===== src/rtl/bp_cce_pkg.sv =====
// Shared CCE definitions: coherence states, MSHR field selectors and the packed MSHR entry layout.
// Entry widths follow the default system configuration; the MSHR file checks its parameters against them.
package bp_cce_pkg;

    localparam int paddr_width_lp  = 40;
    localparam int lce_id_width_lp = 4;
    localparam int lce_assoc_lp    = 8;
    localparam int way_width_lp    = $clog2(lce_assoc_lp);
    localparam int num_flags_lp    = 16;
    localparam int gpr_width_lp    = 64;
    localparam int block_offset_lp = 6;

    typedef enum logic [2:0] {
        e_COH_I = 3'b000,
        e_COH_S = 3'b001,
        e_COH_E = 3'b010,
        e_COH_F = 3'b011,
        e_COH_M = 3'b110,
        e_COH_O = 3'b111
    } bp_coh_states_e;

    typedef enum logic [3:0] {
        e_mshr_lce_id      = 4'd0,
        e_mshr_paddr       = 4'd1,
        e_mshr_lru_way     = 4'd2,
        e_mshr_way         = 4'd3,
        e_mshr_owner_lce   = 4'd4,
        e_mshr_owner_way   = 4'd5,
        e_mshr_next_coh    = 4'd6,
        e_mshr_lru_coh     = 4'd7,
        e_mshr_owner_coh   = 4'd8,
        e_mshr_uc_size     = 4'd9,
        e_mshr_data_length = 4'd10,
        e_mshr_lru_paddr   = 4'd11
    } bp_cce_mshr_field_e;

    localparam int bp_cce_mshr_num_fields = 12;

    typedef struct packed {
        logic [lce_id_width_lp-1:0] lce_id;
        logic [paddr_width_lp-1:0]  paddr;
        logic [way_width_lp-1:0]    lru_way;
        logic [way_width_lp-1:0]    way;
        logic [lce_id_width_lp-1:0] owner_lce_id;
        logic [way_width_lp-1:0]    owner_way;
        logic [2:0]                 next_coh_state;
        logic [2:0]                 lru_coh_state;
        logic [2:0]                 owner_coh_state;
        logic [2:0]                 uc_req_size;
        logic [2:0]                 data_length;
        logic [paddr_width_lp-1:0]  lru_paddr;
        logic [num_flags_lp-1:0]    flags;
    } bp_cce_mshr_s;

endpackage


===== src/rtl/bp_cce_mshr_entry.sv =====
// One MSHR slot: storage plus field/flag update. Clear beats allocation, which beats field writes;
// the parent only ever allocates into an invalid slot and only writes or clears a valid one.
module bp_cce_mshr_entry
    import bp_cce_pkg::*;
(
    input  logic                              clk,
    input  logic                              reset,
    input  logic                              alloc,
    input  logic [lce_id_width_lp-1:0]        alloc_lce_id,
    input  logic [paddr_width_lp-1:0]         alloc_paddr,
    input  logic [2:0]                        alloc_coh,
    input  logic                              write,
    input  logic [bp_cce_mshr_num_fields-1:0] field_w_v,
    input  logic [gpr_width_lp-1:0]           field_data,
    input  logic [num_flags_lp-1:0]           flag_w_mask,
    input  logic [num_flags_lp-1:0]           flag_data,
    input  logic                              clear,
    output logic [$bits(bp_cce_mshr_s)-1:0]   entry,
    output logic                              valid
);

    bp_cce_mshr_s entry_r;
    bp_cce_mshr_s entry_n;
    bp_cce_mshr_s alloc_entry;
    logic         unused_field_data;

    assign unused_field_data = ^field_data[gpr_width_lp-1:paddr_width_lp];
    assign entry             = entry_r;

    always_comb begin
        alloc_entry                = '0;
        alloc_entry.lce_id         = alloc_lce_id;
        alloc_entry.paddr          = alloc_paddr;
        alloc_entry.next_coh_state = alloc_coh;

        // Each selected field takes the low bits of the shared write bus
        entry_n = entry_r;
        if (field_w_v[e_mshr_lce_id])      entry_n.lce_id          = field_data[lce_id_width_lp-1:0];
        if (field_w_v[e_mshr_paddr])       entry_n.paddr           = field_data[paddr_width_lp-1:0];
        if (field_w_v[e_mshr_lru_way])     entry_n.lru_way         = field_data[way_width_lp-1:0];
        if (field_w_v[e_mshr_way])         entry_n.way             = field_data[way_width_lp-1:0];
        if (field_w_v[e_mshr_owner_lce])   entry_n.owner_lce_id    = field_data[lce_id_width_lp-1:0];
        if (field_w_v[e_mshr_owner_way])   entry_n.owner_way       = field_data[way_width_lp-1:0];
        if (field_w_v[e_mshr_next_coh])    entry_n.next_coh_state  = field_data[2:0];
        if (field_w_v[e_mshr_lru_coh])     entry_n.lru_coh_state   = field_data[2:0];
        if (field_w_v[e_mshr_owner_coh])   entry_n.owner_coh_state = field_data[2:0];
        if (field_w_v[e_mshr_uc_size])     entry_n.uc_req_size     = field_data[2:0];
        if (field_w_v[e_mshr_data_length]) entry_n.data_length     = field_data[2:0];
        if (field_w_v[e_mshr_lru_paddr])   entry_n.lru_paddr       = field_data[paddr_width_lp-1:0];
        for (int i = 0; i < num_flags_lp; i++) begin
            if (flag_w_mask[i]) entry_n.flags[i] = flag_data[i];
        end
    end

    always_ff @(posedge clk or posedge reset) begin
        if (reset) begin
            entry_r <= '0;
            valid   <= 1'b0;
        end else if (clear) begin
            entry_r <= '0;
            valid   <= 1'b0;
        end else if (alloc) begin
            entry_r <= alloc_entry;
            valid   <= 1'b1;
        end else if (write) begin
            entry_r <= entry_n;
        end
    end

endmodule


===== src/rtl/bp_cce_mshr_file.sv =====
// Multi-entry CCE MSHR file: allocation into the lowest free slot, block-address conflict lookup,
// per-entry field/flag writes and retirement, plus the default next-coherence-state register.
module bp_cce_mshr_file
    import bp_cce_pkg::*;
#(
    parameter int num_mshr_p     = 4,
    parameter int paddr_width_p  = 40,
    parameter int lce_id_width_p = 4,
    parameter int lce_assoc_p    = 8,
    parameter int num_flags_p    = 16,
    parameter int gpr_width_p    = 64,
    parameter int block_offset_p = 6
) (
    input  logic                                clk_i,
    input  logic                                reset_i,
    input  logic                                stall_i,
    input  logic                                alloc_v_i,
    input  logic [lce_id_width_p-1:0]           alloc_lce_id_i,
    input  logic [paddr_width_p-1:0]            alloc_paddr_i,
    output logic                                alloc_ready_o,
    output logic [$clog2(num_mshr_p)-1:0]       alloc_id_o,
    input  logic [$clog2(num_mshr_p)-1:0]       sel_id_i,
    input  logic [bp_cce_mshr_num_fields-1:0]   field_w_v_i,
    input  logic [gpr_width_p-1:0]              field_data_i,
    input  logic [num_flags_p-1:0]              flag_w_mask_i,
    input  logic [num_flags_p-1:0]              flag_data_i,
    input  logic                                clear_v_i,
    input  logic                                coh_state_w_v_i,
    input  logic [2:0]                          coh_state_i,
    input  logic [paddr_width_p-1:0]            lookup_paddr_i,
    output logic                                lookup_hit_o,
    output logic [$clog2(num_mshr_p)-1:0]       lookup_id_o,
    output logic [$bits(bp_cce_mshr_s)-1:0]     mshr_o,
    output logic [num_mshr_p-1:0]               valid_o,
    output logic [$clog2(num_mshr_p+1)-1:0]     count_o,
    output logic [2:0]                          coh_state_o
);

    localparam int id_width_lp    = $clog2(num_mshr_p);
    localparam int count_width_lp = $clog2(num_mshr_p + 1);
    localparam logic [count_width_lp-1:0] full_count_lp = count_width_lp'(num_mshr_p);

    if (num_mshr_p < 2 || paddr_width_p != paddr_width_lp || lce_id_width_p != lce_id_width_lp
        || lce_assoc_p != lce_assoc_lp || num_flags_p != num_flags_lp || gpr_width_p != gpr_width_lp
        || block_offset_p != block_offset_lp) begin : g_param_check
        $error("bp_cce_mshr_file: parameters disagree with the bp_cce_pkg entry layout");
    end

    logic [$bits(bp_cce_mshr_s)-1:0] entry_bits [num_mshr_p];
    logic [paddr_width_p-1:0]        entry_paddr [num_mshr_p];
    logic [num_mshr_p-1:0]           sel_hit, lookup_match, alloc_match, write_en, clear_en;
    logic                            alloc_fire, clear_fire, unused_lookup_offset;

    assign unused_lookup_offset = ^lookup_paddr_i[block_offset_p-1:0];

    for (genvar i = 0; i < num_mshr_p; i++) begin : g_entry
        bp_cce_mshr_s entry;

        assign entry           = entry_bits[i];
        assign entry_paddr[i]  = entry.paddr;
        assign sel_hit[i]      = (sel_id_i == id_width_lp'(i));
        assign write_en[i]     = ~stall_i & sel_hit[i] & valid_o[i];
        assign clear_en[i]     = write_en[i] & clear_v_i;
        assign lookup_match[i] = valid_o[i] & (entry_paddr[i][paddr_width_p-1:block_offset_p]
                                               == lookup_paddr_i[paddr_width_p-1:block_offset_p]);
        assign alloc_match[i]  = valid_o[i] & (entry_paddr[i][paddr_width_p-1:block_offset_p]
                                               == alloc_paddr_i[paddr_width_p-1:block_offset_p]);

        bp_cce_mshr_entry u_entry (
            .clk          (clk_i),
            .reset        (reset_i),
            .alloc        (alloc_fire & (alloc_id_o == id_width_lp'(i))),
            .alloc_lce_id (alloc_lce_id_i),
            .alloc_paddr  (alloc_paddr_i),
            .alloc_coh    (coh_state_o),
            .write        (write_en[i]),
            .field_w_v    (field_w_v_i),
            .field_data   (field_data_i),
            .flag_w_mask  (flag_w_mask_i),
            .flag_data    (flag_data_i),
            .clear        (clear_en[i]),
            .entry        (entry_bits[i]),
            .valid        (valid_o[i])
        );
    end

    // Downward scans so the lowest index wins both the free-slot and the hit search
    always_comb begin
        alloc_id_o  = '0;
        lookup_id_o = '0;
        mshr_o      = '0;
        for (int i = num_mshr_p - 1; i >= 0; i--) begin
            if (!valid_o[i])     alloc_id_o  = id_width_lp'(i);
            if (lookup_match[i]) lookup_id_o = id_width_lp'(i);
            if (sel_hit[i])      mshr_o      = entry_bits[i];
        end
    end

    assign lookup_hit_o  = |lookup_match;
    assign alloc_ready_o = (count_o < full_count_lp) & ~(|alloc_match);
    assign alloc_fire    = alloc_v_i & alloc_ready_o;
    assign clear_fire    = |clear_en;

    always_ff @(posedge clk_i or posedge reset_i) begin
        if (reset_i) begin
            count_o <= '0;
        end else if (alloc_fire & ~clear_fire) begin
            count_o <= count_o + count_width_lp'(1);
        end else if (clear_fire & ~alloc_fire) begin
            count_o <= count_o - count_width_lp'(1);
        end
    end

    always_ff @(posedge clk_i or posedge reset_i) begin
        if (reset_i) begin
            coh_state_o <= e_COH_I;
        end else if (~stall_i & coh_state_w_v_i) begin
            coh_state_o <= coh_state_i;
        end
    end

    assert property (@(posedge clk_i) disable iff (reset_i)
                     count_o == count_width_lp'($countones(valid_o)));

endmodule


===== config.mk =====
export PLATFORM = sky130hd
export DESIGN_NAME = bp_cce_mshr_file
export DESIGN_NICKNAME = d
export VERILOG_FILES = /design/src/rtl/bp_cce_pkg.sv /design/src/rtl/bp_cce_mshr_entry.sv /design/src/rtl/bp_cce_mshr_file.sv
export SDC_FILE = /design/constraint.sdc
export NUM_CORES = 2
export LEC_CHECK = 0
export BUFFER_PORTS_ARGS = -buffer_cell sky130_fd_sc_hd__buf_2
export CORE_MARGIN = 1.5
export CORE_UTILIZATION = 50
export CTS_CLUSTER_DIAMETER = 60
export CTS_CLUSTER_SIZE = 30
export DETAILED_ROUTE_END_ITERATION = 10
export PLACE_DENSITY_LB_ADDON = 0.08
export SETUP_SLACK_MARGIN = 0.1
export SLEW_MARGIN = 20
export SYNTH_ARGS = -nofsm -noshare
export SYNTH_HDL_FRONTEND = slang
export SYNTH_SLANG_ARGS = --single-unit

===== constraint.sdc =====
create_clock -name clk_i -period 37.8 [get_ports clk_i]
set_clock_uncertainty 0.05 [all_clocks]
set_input_delay 5.67 -clock clk_i [delete_from_list [all_inputs] [get_ports clk_i]]
set_output_delay 5.67 -clock clk_i [all_outputs]
set_load 0.01 [all_outputs]

==> flow_summary_export.csv <==
group,metric,value,unit
routing,drc,0,
timing,fin_crit,14.54,ns
logic_synthesis,synthFlopType,"dfrtp_1",
final_layout,nets,3128,
timing,hold_viol_final,0,
routing,drt-initial-drc-count,3034,
place,placed_cells,3642,
logic_synthesis,synth_nets,3046,
clocking,post-cts-setup-buffers,0,
logic_synthesis,ys_async_sr_fraction,100,%
timing,setup_viol,0,
worst_setup_path,reg2regPathDepth,9,
logic_synthesis,ys_warn_count,0,
clocking,cts_buffer_depth,3,
min_path,hold_depth,2,
routing,via_per_inst,6.86,
pwr,swShare,40.4,%
worst_setup_path,required,32.08,ns
pwr,p_sw,927,uW
logic_synthesis,ys_ff_latch,522,
worst_setup_path,path_max_fanout,50,
routing,dr_total_vias,25600,
floorplanning,coreArea,58000,sq um
min_path,min_from,"g_entry[3].u_entry.entry[76]",
floorplanning,num_io_pins,347,
final_layout,area_delta_synth_final,11.3,%
final_layout,drive_gt1_share,22.1,%
timing,worst_slew_pin_slew,1.12,ns
place,gp_congestion,1.02,
timing,rsz0062_at_grt,"false",
pwr,power.internal,1.37,mW
floorplanning,die_h,246,um
global_route,overflow,0,
clocking,cts_htree_levels,2,
routing,dr.pass1.iters,5,
pwr,ir_worst_vdd,0.0000468,V
clocking,cts_inserted_buffers,44,
place,hpwl,75.2,mm
min_path,worstHoldEndpoint,"g_entry[3].u_entry.entry[76]",
logic_synthesis,avgSynthCellArea,10.4,sq um
global_route,grt_max_degree,111,
logic_synthesis,yosysUniqueCellTypes,52,
global_route,antenna_found_initial,19,
logic_synthesis,synth_edf_count,0,
pwr,pwr-share-comb,36.5,%
logic_synthesis,netlist_instances,2841,
logic_synthesis,ys_seq_area_share,44.2,%
clocking,insertion_delay,0.61,ns
global_route,grt_pass1_wl,172,mm
clocking,clk_pin_slew,0.08,ns
worst_setup_path,critPathArrivalTime,8.82,ns
worst_setup_path,path_class,"input port to primary output",
place,portBuffers,316,
global_route,gr-usage-all-layers,38.0,%
timing,drv_slew,0,
worst_setup_path,reg2reg_slack,32.95,ns
worst_setup_path,r2r-end,"g_entry[3].u_entry.entry[70]",
pwr,power.density,69.9,nW/um^2
pwr,pwr-share-clk,22.5,%
routing,postRouteAntennaNets,0,
logic_synthesis,syn-cell-area,29500,sq um
timing,fmax,68.8,MHz
clocking,cts_tree,"built",
pwr,pwr-share-seq,41.0,%
job,max-cap-violations,0,
pwr,leakagePower,14.0,nW
clocking,postCtsHoldBufs,0,
timing,fin_crit_sh,38.5,%
floorplanning,dieArea,60600,sq um
clocking,cts_resized,0,
worst_setup_path,startpoint_type,"input port",
worst_setup_path,r2r-start,"g_entry[0].u_entry.entry[100]",
global_route,grt_pass1_vias,25300,
floorplanning,initial_core_util,50.9,%
worst_setup_path,end_kind,"primary output",
routing,wl_per_cell,31.1,um
final_layout,fin_cells,3733,
min_path,hold_path_class,"flip-flop to flip-flop",
floorplanning,std_cell_rows,88,
routing,drt_wl_total,116,mm
timing,slew_headroom,25.2,%
pwr,total_power,2.30,mW
floorplanning,chipWidth,246,um
timing,tns,0,ns
clocking,cts.sinks,522,
status,outcome,"completed",
clocking,root_buffer,"clkbuf_16",
==> routing by layer <==
| metal | wire length (um) | GRT usage (%) | share of wire [%] | vias up |
|---|---|---|---|---|
| met4 | 4840 | 15.0 | 4.2 | 24 |
| met3 | 10500 | 6.67 | 9.0 | 248 |
| li1 | - | - | - | 10700 |
| met1 | 45400 | 51.6 | 39 | 13100 |
| met5 | 145 | 0 | 0.13 | - |
| met2 | 55100 | 60.7 | 48 | 1478 |
==> sequential cells by signal (all words and copies together), names as in the netlist <==
| register | cells |
|---|---|
| coh_state_o | 3 |
| g_entry.u_entry.entry | 512 |
| g_entry.u_entry.valid | 4 |
| count_o | 3 |
==> power groups by stage <==
stage | logic, mW | registers [mW] | clock network [mW]
after global routing | 0.892 | 0.959 | 0.541
after global placement | 0.812 | 0.931 | 0
final | 0.839 | 0.941 | 0.517
after detailed placement | 0.827 | 0.942 | 0
after CTS | 0.831 | 0.933 | 0.523
after floorplan | 0.571 | 0.867 | 0
==> critical path, cell delays in order <==
cell and delay (ns):
buf_6 0.41, buf_4 0.82, buf_4 0.91, mux4_2 0.69
buf_2 0.18
==> metrics by stage <==
stage	hold slack (ns)	setup WS, ns	cell area, sq um	util (%)
2_1_floorplan	0.423	17.50	29500	-
3_3_place_gp	0.436	23.24	31200	53.8
3_5_place_dp	0.441	23.26	31200	53.8
4_1_cts	0.466	23.26	32900	56.6
5_1_grt	0.488	23.11	32900	56.6
6_report	0.466	23.26	32900	56.7
==> cell families after synthesis <==
group | after synthesis | synth area share, %
xor+xnor | 275 | 8.15
buf+inv | 338 | 4.95
compound gates | 725 | 17.7
mux | 174 | 11.5
fa+ha+maj | 2 | 0.110
simple gates | 805 | 13.4
flops | 522 | 44.2
==> worst max-delay path by stage <==
stage | from | end | slack (ns) | cells past startpoint
floorplan | reset_i | coh_state_o[0] | 17.50 | 1
global placement | sel_id_i[1] | mshr_o[119] | 23.24 | 5
detailed placement | sel_id_i[1] | mshr_o[120] | 23.26 | 5
CTS | sel_id_i[1] | mshr_o[120] | 23.26 | 5
global route | sel_id_i[1] | mshr_o[91] | 23.11 | 5
finish | sel_id_i[1] | mshr_o[119] | 23.26 | 5
==> cell type report <==
class | instances | area [sq um]
Clock buffer | 47 | 1160
Sequential cell | 522 | 13100
Timing Repair Buffer | 370 | 2000
Clock inverter | 35 | 447
Fill cell | 5086 | 25100
Inverter | 4 | 22.5
Antenna cell | 9 | 22.5
Multi-Input combinational cell | 1981 | 15200
Tap cell | 765 | 957
==> placed cells by master, fill, tap and decap left out, types with 18 or more instances in the layout <==
cell type and n:
a21oi_1 167, a32oi_1 65, nor3_1 48, xor2_1 47
buf_4 55, nor2_1 189, nor4_1 19, nor2b_1 18
o21ai_0 170, and2_1 76, nand4_1 94, nand3_1 67
a22oi_1 69, clkbuf_16 46, a221o_1 112, a32o_1 108
mux4_2 128, dfrtp_1 522, nand2_1 177, xnor2_1 228
mux2_2 35, buf_2 313, nand2b_1 47, and3_1 38
==> synthesized netlist by cell type (35+ instances only) <==
library cell	instances	area (sq um)
buf_1	38	143
o21ai_0	171	856
nand3_1	71	355
nand4_1	94	588
a21oi_1	168	841
and2_1	76	475
and3_1	42	263
mux4_2	128	2880
nor3_1	48	240
nor2_1	199	747
dfrtp_1	522	13100
nand2_1	180	676
xnor2_1	228	2000
mux2_2	35	394
a32o_1	108	1080
clkbuf_1	219	822
a32oi_1	65	569
xor2_1	47	412
a221o_1	112	1120
a22oi_1	69	518
buf_2	58	290
nand2b_1	47	294
Power figures use the tool's default switching activity.
